## src/rtl/irs_block_free_manager_if.sv

```systemverilog
// rtl/irs_block_free_manager_if.sv - free/alloc/query/status bundle of the IRS block free manager
interface irs_block_free_manager_if #(
  parameter int BLOCK_BITS = 9
);
  logic [BLOCK_BITS-1:0] free_block;
  logic                  free_req;
  logic                  free_ack;
  logic [BLOCK_BITS-1:0] alloc_block;
  logic                  alloc;
  logic [BLOCK_BITS-1:0] query_block;
  logic                  query_busy;
  logic [BLOCK_BITS:0]   used_count;
  logic                  blocks_full;
  logic                  err_clr;
  logic [2:0]            err;

  modport master (
    output free_block, free_req, alloc_block, alloc, query_block, err_clr,
    input  free_ack, query_busy, used_count, blocks_full, err
  );

  modport slave (
    input  free_block, free_req, alloc_block, alloc, query_block, err_clr,
    output free_ack, query_busy, used_count, blocks_full, err
  );
endinterface

```

## src/rtl/irs_block_free_manager.sv

```systemverilog
// rtl/irs_block_free_manager.sv - IRS block occupancy map with free handshake, used count and sticky errors
module irs_block_free_manager #(
  parameter int NUM_BLOCKS     = 512,
  parameter int BLOCK_BITS     = 9,
  parameter int FULL_THRESHOLD = 496
) (
  input  logic                       clk_i,
  input  logic                       rst_i,
  irs_block_free_manager_if.slave    bus
);
  localparam logic [BLOCK_BITS:0] FULL_W    = FULL_THRESHOLD[BLOCK_BITS:0];
  localparam logic [BLOCK_BITS:0] COUNT_ONE = 1;

  typedef enum logic [1:0] {IDLE, CHECK, RETIRE} state_t;

  state_t                  state_q, state_d;
  logic [NUM_BLOCKS-1:0]   busy_q, busy_d;
  logic [BLOCK_BITS:0]     count_q, count_d;
  logic [BLOCK_BITS-1:0]   pend_addr;
  logic                    pend_busy;
  logic                    full_q;
  logic                    qbusy_q;
  logic [2:0]              err_q;
  logic                    free_ack;
  logic                    retire_clr;
  logic                    double_free;
  logic                    dup_alloc;
  logic                    overrun;
  logic                    inc;
  logic                    dec;
  logic                    alloc_ok;
  logic                    free_ok;
  logic                    query_ok;

  // Out-of-range addresses only exist when the block count is not a power of two.
  if (NUM_BLOCKS == (1 << BLOCK_BITS)) begin : g_full_range
    assign alloc_ok = 1'b1;
    assign free_ok  = 1'b1;
    assign query_ok = 1'b1;
  end else begin : g_partial_range
    localparam logic [BLOCK_BITS:0] NB_W = NUM_BLOCKS[BLOCK_BITS:0];
    assign alloc_ok = ({1'b0, bus.alloc_block} < NB_W);
    assign free_ok  = ({1'b0, pend_addr} < NB_W);
    assign query_ok = ({1'b0, bus.query_block} < NB_W);
  end

  always_comb begin
    state_d     = state_q;
    free_ack    = 1'b0;
    retire_clr  = 1'b0;
    double_free = 1'b0;
    case (state_q)
      IDLE:    if (bus.free_req) state_d = CHECK;
      CHECK:   state_d = RETIRE;
      RETIRE: begin
        free_ack    = 1'b1;
        retire_clr  = pend_busy;
        double_free = ~pend_busy;
        state_d     = IDLE;
      end
      default: state_d = IDLE;
    endcase
  end

  assign overrun = bus.free_req && (state_q != IDLE);

  // Retire clear lands before the alloc set, so a same-block collision nets to busy with no error.
  always_comb begin
    busy_d    = busy_q;
    inc       = 1'b0;
    dec       = 1'b0;
    dup_alloc = 1'b0;
    if (retire_clr) begin
      busy_d[pend_addr] = 1'b0;
      dec               = 1'b1;
    end
    if (bus.alloc && alloc_ok) begin
      if (busy_d[bus.alloc_block]) begin
        dup_alloc = 1'b1;
      end else begin
        busy_d[bus.alloc_block] = 1'b1;
        inc                     = 1'b1;
      end
    end
    case ({inc, dec})
      2'b10:   count_d = count_q + COUNT_ONE;
      2'b01:   count_d = count_q - COUNT_ONE;
      default: count_d = count_q;
    endcase
  end

  always_ff @(posedge clk_i) begin
    if (rst_i) begin
      state_q   <= IDLE;
      busy_q    <= '0;
      count_q   <= '0;
      pend_addr <= '0;
      pend_busy <= 1'b0;
      full_q    <= 1'b0;
      qbusy_q   <= 1'b0;
      err_q     <= '0;
    end else begin
      state_q <= state_d;
      if (state_q == IDLE && bus.free_req) pend_addr <= bus.free_block;
      if (state_q == CHECK) pend_busy <= free_ok && busy_q[pend_addr];
      busy_q  <= busy_d;
      count_q <= count_d;
      full_q  <= (count_d >= FULL_W);
      qbusy_q <= query_ok && busy_q[bus.query_block];
      err_q   <= (err_q & ~{3{bus.err_clr}}) | {overrun, dup_alloc, double_free};
    end
  end

  assign bus.free_ack    = free_ack;
  assign bus.query_busy  = qbusy_q;
  assign bus.used_count  = count_q;
  assign bus.blocks_full = full_q;
  assign bus.err         = err_q;
endmodule

```

## src/flat_wrapper.sv

```systemverilog
// flat-port wrapper written by rule: the top's interface ports become plain ports
module irs_block_free_manager_flat 
#(
  parameter int NUM_BLOCKS     = 512,
  parameter int BLOCK_BITS     = 9,
  parameter int FULL_THRESHOLD = 496
)
  (clk_i, rst_i, bus_free_block, bus_free_req, bus_alloc_block, bus_alloc, bus_query_block, bus_err_clr, bus_free_ack, bus_query_busy, bus_used_count, bus_blocks_full, bus_err);
  irs_block_free_manager_if #(.BLOCK_BITS(BLOCK_BITS)) bus_i ();
  input  logic clk_i;
  input  logic rst_i;
  input wire logic [$bits(bus_i.free_block)-1:0] bus_free_block;
  input wire logic [$bits(bus_i.free_req)-1:0] bus_free_req;
  input wire logic [$bits(bus_i.alloc_block)-1:0] bus_alloc_block;
  input wire logic [$bits(bus_i.alloc)-1:0] bus_alloc;
  input wire logic [$bits(bus_i.query_block)-1:0] bus_query_block;
  input wire logic [$bits(bus_i.err_clr)-1:0] bus_err_clr;
  output wire logic [$bits(bus_i.free_ack)-1:0] bus_free_ack;
  output wire logic [$bits(bus_i.query_busy)-1:0] bus_query_busy;
  output wire logic [$bits(bus_i.used_count)-1:0] bus_used_count;
  output wire logic [$bits(bus_i.blocks_full)-1:0] bus_blocks_full;
  output wire logic [$bits(bus_i.err)-1:0] bus_err;
  assign bus_i.free_block = bus_free_block;
  assign bus_i.free_req = bus_free_req;
  assign bus_i.alloc_block = bus_alloc_block;
  assign bus_i.alloc = bus_alloc;
  assign bus_i.query_block = bus_query_block;
  assign bus_i.err_clr = bus_err_clr;
  assign bus_free_ack = bus_i.free_ack;
  assign bus_query_busy = bus_i.query_busy;
  assign bus_used_count = bus_i.used_count;
  assign bus_blocks_full = bus_i.blocks_full;
  assign bus_err = bus_i.err;
  irs_block_free_manager #(.NUM_BLOCKS(NUM_BLOCKS), .BLOCK_BITS(BLOCK_BITS), .FULL_THRESHOLD(FULL_THRESHOLD)) u_core (.clk_i(clk_i), .rst_i(rst_i), .bus(bus_i));
endmodule
```

## config.mk

```make
export PLATFORM = sky130hd
export DESIGN_NAME = irs_block_free_manager_flat
export DESIGN_NICKNAME = d
export VERILOG_FILES = /design/src/rtl/irs_block_free_manager_if.sv /design/src/rtl/irs_block_free_manager.sv /design/src/flat_wrapper.sv
export SDC_FILE = /design/constraint.sdc
export NUM_CORES = 2
export LEC_CHECK = 0
export ABC_CLOCK_PERIOD_IN_PS = 8250
export BUFFER_PORTS_ARGS = -buffer_cell sky130_fd_sc_hd__buf_2
export CAP_MARGIN = 20
export CORE_UTILIZATION = 35
export CTS_CLUSTER_DIAMETER = 100
export CTS_CLUSTER_SIZE = 8
export DETAILED_ROUTE_END_ITERATION = 6
export PLACE_DENSITY_LB_ADDON = 0.3
export SETUP_SLACK_MARGIN = 0.5
export SLEW_MARGIN = 20
export SYNTH_ARGS = -nofsm -noshare
export SYNTH_HDL_FRONTEND = slang
export SYNTH_SLANG_ARGS = --single-unit
```

## constraint.sdc

```tcl
create_clock -name clk_i -period 8.25 [get_ports clk_i]
set_clock_uncertainty 0.1 [all_clocks]
set_input_delay 0.825 -clock clk_i [delete_from_list [all_inputs] [get_ports clk_i]]
set_output_delay 0.825 -clock clk_i [all_outputs]
set_load 0.005 [all_outputs]
```

**Word-level counts from Yosys, hierarchy flattened**

Cells that the tools add are included.

- Reductions and logical operators: 6
- Multiplexer cells: 24
- $add $sub $neg: 2
- Magnitude comparators: 6
- Bitwise gates (word level): 7
- Equal/unequal tests: 5

Operators with widths:

| operator | count |
|---|---|
| two-way mux 512 bit | 3 |
| bitwise AND 512 bit | 1 |
| NOT 512 bit | 1 |
| bitwise OR 512 bit | 1 |
| less-than comparator 9 x 10 -> 1 bit, second input constant | 3 |
| binary-select mux 1 bit (select 9 bit) | 3 |
| one-hot mux 10 bit (2 select lines) | 1 |
| demux 1 bit (select 9 bit) | 2 |
| >= comparator 9 x 1 -> 1 bit, second input constant | 2 |
| two-way mux 1 bit | 13 |
| adder 10 x 1 -> 10 bit, second input constant | 1 |
| >= comparator 10 x 9 -> 1 bit, second input constant | 1 |
| subtractor 10 x 1 -> 10 bit, second input constant | 1 |
| == test 2 x 1 -> 1 bit, second input constant | 2 |
| == test 2 bit, second input constant | 2 |
| logical AND 1 bit | 4 |
| one-hot mux 2 bit (2 select lines) | 1 |
| bitwise AND 3 bit | 1 |
| NOT 3 bit | 1 |
| bitwise OR 3 bit | 1 |
| zero test 2 bit | 1 |
| two-way mux 2 bit | 1 |
| != test 2 bit, second input constant | 1 |
| nonzero test 2 bit | 1 |
| NOT 1 bit | 1 |

- Logic and storage cells: 58
- Bits in registers: 539
- Input port bits: 32
- Output and inout port bits: 16

**Depth between registers and ports, before layout**

- Depth in word-level cells: 14
- Gate-level depth with buffers: 29

**Worst setup path after synthesis**

Ideal clock, no wire load.

- Kind: input-to-reg
- From: input port bus_alloc_block[1]
- To: register u_core.full_q, in the netlist u_core.bus.blocks_full
- Slack: 2.039 ns
- Stages: 28
- Data required time: 8.034 ns
- Arrival time: 5.995 ns
- Path through: clkbuf_1 -> nand2b_1 -> clkbuf_1 -> clkbuf_1 -> buf_1 -> clkbuf_1 -> o22ai_1 -> o21ai_0 -> a41oi_1 -> nor4b_1 -> o22ai_1 -> nor4b_1 -> clkbuf_1 -> nand2_1 -> ha_1 -> clkbuf_1 -> buf_1 -> xor2_1 -> ha_1 -> a21oi_1 -> o22ai_1 -> o2bb2ai_1 -> nor3_1 -> a31oi_1 -> a21oi_1 -> xnor2_1 -> nor2_1 -> a31o_2

- Longest elaborated chain between the ends: 7
- Elaborated cells between the ends (all ways): 8

RTL lines:

| item | RTL line | text |
|---|---|---|
| from (decl) | flat_wrapper.sv:14 | `input wire logic [$bits(bus_i.alloc_block)-1:0] bus_alloc_block;` |
| binary-select mux 1 bit (select 9 bit) * | irs_block_free_manager.sv:78 | `if (busy_d[bus.alloc_block]) begin` |
| two-way mux 1 bit (not written as such) * | irs_block_free_manager.sv:78 |  |
| two-way mux 1 bit * | irs_block_free_manager.sv:78 |  |
| two-way mux 1 bit * | irs_block_free_manager.sv:77 | `if (bus.alloc && alloc_ok) begin` |
| == test 2 x 1 -> 1 bit or == test 2 bit (tied branches) | irs_block_free_manager.sv:85 | `case ({inc, dec})` |
| one-hot mux 10 bit (2 select lines) * | irs_block_free_manager.sv:85 |  |
| >= comparator 10 x 9 -> 1 bit * | irs_block_free_manager.sv:108 | `full_q <= (count_d >= FULL_W);` |
| to (signal assigned) | irs_block_free_manager.sv:108 |  |
| to (decl) | irs_block_free_manager.sv:21 | `logic full_q;` |

Every way passes the cells marked *; elsewhere a longest branch is shown, timed or not. The select of a mux whose other input is x is not followed.
A chain may end at the register's enable or synchronous reset.

**Worst setup path in the final report**

- From: register u_core.pend_addr[4]
- To: register u_core.full_q, in the netlist u_core.bus.blocks_full

- Longest elaborated chain between the ends: 14
- Elaborated cells between the ends (all ways): 16

RTL lines:

| item | RTL line | text |
|---|---|---|
| from (decl) | irs_block_free_manager.sv:19 | `logic [BLOCK_BITS-1:0] pend_addr;` |
| from (signal assigned) | irs_block_free_manager.sv:104 | `if (state_q == IDLE && bus.free_req) pend_addr <= bus.free_block;` |
| less-than comparator 9 x 10 -> 1 bit (not written as such) or >= comparator 9 x 1 -> 1 bit (tied branches) | irs_block_free_manager.sv:74 | `busy_d[pend_addr] = 1'b0;` |
| logical AND 1 bit (not written as such) | irs_block_free_manager.sv:74 |  |
| two-way mux 1 bit (not written as such) | irs_block_free_manager.sv:74 |  |
| demux 1 bit (select 9 bit) * | - |  |
| NOT 512 bit (no source line) * | - |  |
| bitwise AND 512 bit (no source line) * | - |  |
| two-way mux 512 bit * | irs_block_free_manager.sv:73 | `if (retire_clr) begin` |
| binary-select mux 1 bit (select 9 bit) * | irs_block_free_manager.sv:78 |  |
| two-way mux 1 bit (not written as such) * | irs_block_free_manager.sv:78 |  |
| two-way mux 1 bit * | irs_block_free_manager.sv:78 |  |
| two-way mux 1 bit * | irs_block_free_manager.sv:77 |  |
| == test 2 x 1 -> 1 bit or == test 2 bit (tied branches) | irs_block_free_manager.sv:85 |  |
| one-hot mux 10 bit (2 select lines) * | irs_block_free_manager.sv:85 |  |
| >= comparator 10 x 9 -> 1 bit * | irs_block_free_manager.sv:108 |  |

Marks and branches as above.

==> metrics.txt <==
Final Cycle Share 91.55%; Setup WS pre-CTS 709.5 ps; max_cap viols 0; GP Congestion 0.9765; kind of start point of the critical path flip-flop; number of synthesized register bits about 540; unrepaired setup endpoints after global routing no; GRT overflow 0; critical path class reg2reg; Max Freq 132.4 MHz; Max clock buf depth 3; initial antenna violation count 14; total power 6194 uW; 1st-pass router iterations 7; Worst slew margin 18.62%; Crit path arrival time ~8000 ps; Final Hold Vio Count 0; via/cell ratio 7.445; Area Growth Syn to Fin 10.16%; Largest delay share family, worst path compound AO/OA/AOI/OAI gates; Final ANT Viol Nets 0; Seq/Total Area, Yosys between 30% and 40%; PD cells 166.9 nW/um^2; vias in the first global route about 33k; Mapped Nets 3772; Clock Latency Late Sink 660 ps; IO buf count 47; Worst Setup Slack, final 697.1 ps; core region area 95150 um^2; CTS tree done; CTS clk-pin slew, worst paths ~60 ps; number of distinct library cells after synthesis 68; worst slew pin tran 1218 ps; CP Max Fanout 41; GRT Total Usage between 30 and 40%; Buf/Inv on CP 2; Final Cell Area 37100 um^2; Leak 0.01068 uW; crit path max-delay cell type o41ai_1; Post-route DRC 5; via count about 36k; setup violators final 0; Critical Path Max Stage Delay 680 ps; first-pass GRT wire length 234.1 mm; Synth Area per Inst roughly 9 um^2; area of placed instances around 35000 um^2; Synthesis Warnings 0; Critical Path End Type flip-flop; Worst Path Required between 8000 and 9000 ps; crit-path most repeated cell o22ai_1; Rows between 100 and 150; share of post-route cells with drive strength above 1 20.72%; status complete, but fails checks; routed len/inst between 30 and 40 um; CTS sink count 539; synthesized netlist cell count between 3k and 4k; CTS Buf Count a little under 80; drt total wl around 160 mm; Die ar. 97480 um^2; Starting Density between 30% and 40%; IO Pins 48; prevailing post-synth register cell dfxtp_1; Final Critical Period ~7600 ps; Hold Crit Class in2reg; Peak VDD IR around 140 uV; Cell Chain, Critical Path buf_4, or2_2, o41ai_1, o22ai_1, a311oi_1, o22ai_1, o21ai_0, nor4b_2, o22ai_1, nor4b_2, buf_4, nand2_1, ha_1, and3b_1, o21ai_0, a21oi_1, o22ai_1, or4_1, a31o_2, a21oi_1, xnor2_1, nor2_1, a31o_2; initial drt markers 6444; failing checks design-rule violations; largest net degree at the start of global routing roughly 180; max-slew violations 0; Die W 312.2 um; Chip Height 312.2 um; number of synthesized flops with an enable pin 0; CTS root buf clkbuf_16; async set or reset register ratio after synthesis 0%; nets 3531; setup TNS 0 ps; setup bufs post-CTS 0; HPWL Detailed between 90 and 100 mm; H-tree levels 3; Syn Std Cell Area 33680 um^2
==> registers in the layout (all words and copies together) (netlist names) <==
| name | count |
|---|---|
| u_core.bus.used_count | 10 |
| u_core.bus.blocks_full | 1 |
| u_core.pend_busy | 1 |
| u_core.bus.query_busy | 1 |
| u_core.state_q | 2 |
| u_core.pend_addr | 9 |
| u_core.busy_q | 512 |
| u_core.bus.err | 3 |
==> power breakdown <==
group / switching [uW] / internal, uW / leakage, uW
Sequential: 15.8 / 2610 / 0.00434
Combinational: 474 / 147 / 0.00532
Clock: 1250 / 1690 / 0.00101
Total: 1740 / 4460 / 0.0107
==> worst register-to-register path: stages (launching register included) <==
cell	delay, ps
dfxtp_1	550
buf_4	330
or2_2	670
o41ai_1	710
o22ai_1	160
a311oi_1	310
o22ai_1	180
o21ai_0	540
nor4b_2	420
o22ai_1	350
nor4b_2	460
buf_4	220
nand2_1	90
ha_1	410
and3b_1	270
o21ai_0	90
a21oi_1	200
o22ai_1	160
or4_1	420
a31o_2	210
a21oi_1	150
xnor2_1	130
nor2_1	70
a31o_2	240
==> routing by layer <==
| layer | up-vias | share of wire [%] | global-route usage [%] |
|---|---|---|---|
| met5 | - | 0.041 | 0 |
| met4 | 10 | 7.2 | 19.80 |
| met3 | 762 | 15 | 12.26 |
| met2 | 3182 | 41 | 45.12 |
| met1 | 17335 | 37 | 41.59 |
| li1 | 14267 | - | - |
==> layout make-up <==
| class | instances | area (um^2) |
|---|---|---|
| fillers | 9333 | 58050 |
| multi-input cells | 2693 | 21220 |
| clock buffers | 82 | 1998 |
| well taps | 1265 | 1583 |
| clock inverters | 5 | 55.05 |
| repair buffers | 176 | 1396 |
| diodes | 7 | 17.52 |
| inverters | 9 | 35.03 |
| flip-flops and latches | 539 | 10800 |
==> what timing repair did <==
item / CTS / global route
hold buffers: 0 / 0
setup endpoints to repair: 0 / 1
resized for setup: 0 / 4
==> per-stage QoR <==
stage / util [%] / hold slack (ps) / cells
after floorplan: - / 359.8 / 3737
after global placement: 36.72 / 357.5 / 4681
after detailed placement: 36.74 / 366.2 / 4682
after CTS: 38.90 / 326.1 / 4769
after global routing: 38.98 / 351.0 / 4769
final: 38.99 / 327.2 / 4776
==> Yosys cell counts (all sizes together) (12+ instances only) <==
master,n,area (um^2)
o32ai,43,376.6
o211ai,34,255.2
nand3,46,230.2
nand3b,13,97.59
o311ai,16,140.1
clkbuf,376,1411
a41oi,20,175.2
or2,17,106.4
nor2,94,352.8
a31o,36,315.3
and3,12,75.07
nor3b,14,105.1
o22a,15,131.4
nor3,20,100.1
dfxtp,539,10790
o22ai,613,3835
nand2b,23,143.9
o41ai,41,359.1
mux4,334,7522
a31oi,14,87.58
buf,120,550.5
o31ai,117,883.4
nand2,546,2049
a21oi,51,255.2
o21ai,443,2217
==> placed cells by master, fill, tap and decap left out, drive strengths merged, types with 46 or more instances in the layout <==
| cell type | synthesis | final |
|---|---|---|
| mux4 | 334 | 334 |
| nand3 | 46 | 46 |
| buf | 120 | 176 |
| o31ai | 117 | 117 |
| a21oi | 51 | 51 |
| nor2 | 94 | 94 |
| dfxtp | 539 | 539 |
| clkbuf | 376 | 82 |
| nand2 | 546 | 546 |
| o22ai | 613 | 613 |
| o21ai | 443 | 443 |
==> final timing paths <==
check	from	cells past startpoint	slack, ps	to
max	u_core.pend_addr[4]	23	700	u_core.bus.blocks_full
min	bus_free_block[1]	3	330	u_core.pend_addr[1]
max reg2reg	u_core.pend_addr[4]	23	700	u_core.bus.blocks_full
min reg2reg	u_core.bus.err[2]	2	370	u_core.bus.err[2]
==> kinds of logic after synthesis <==
group,Yosys count,synth area share (%)
AOI/OAI and AO/OA,1489,28.05
DFF,539,32.04
muxes,339,22.48
buffers and inverters,505,5.925
adders and majority gates,3,0.1115
and+or+nand+nor,848,11.03
xor gates and xnor gates,14,0.3640
Note: power is estimated with default switching activity, not from simulation.
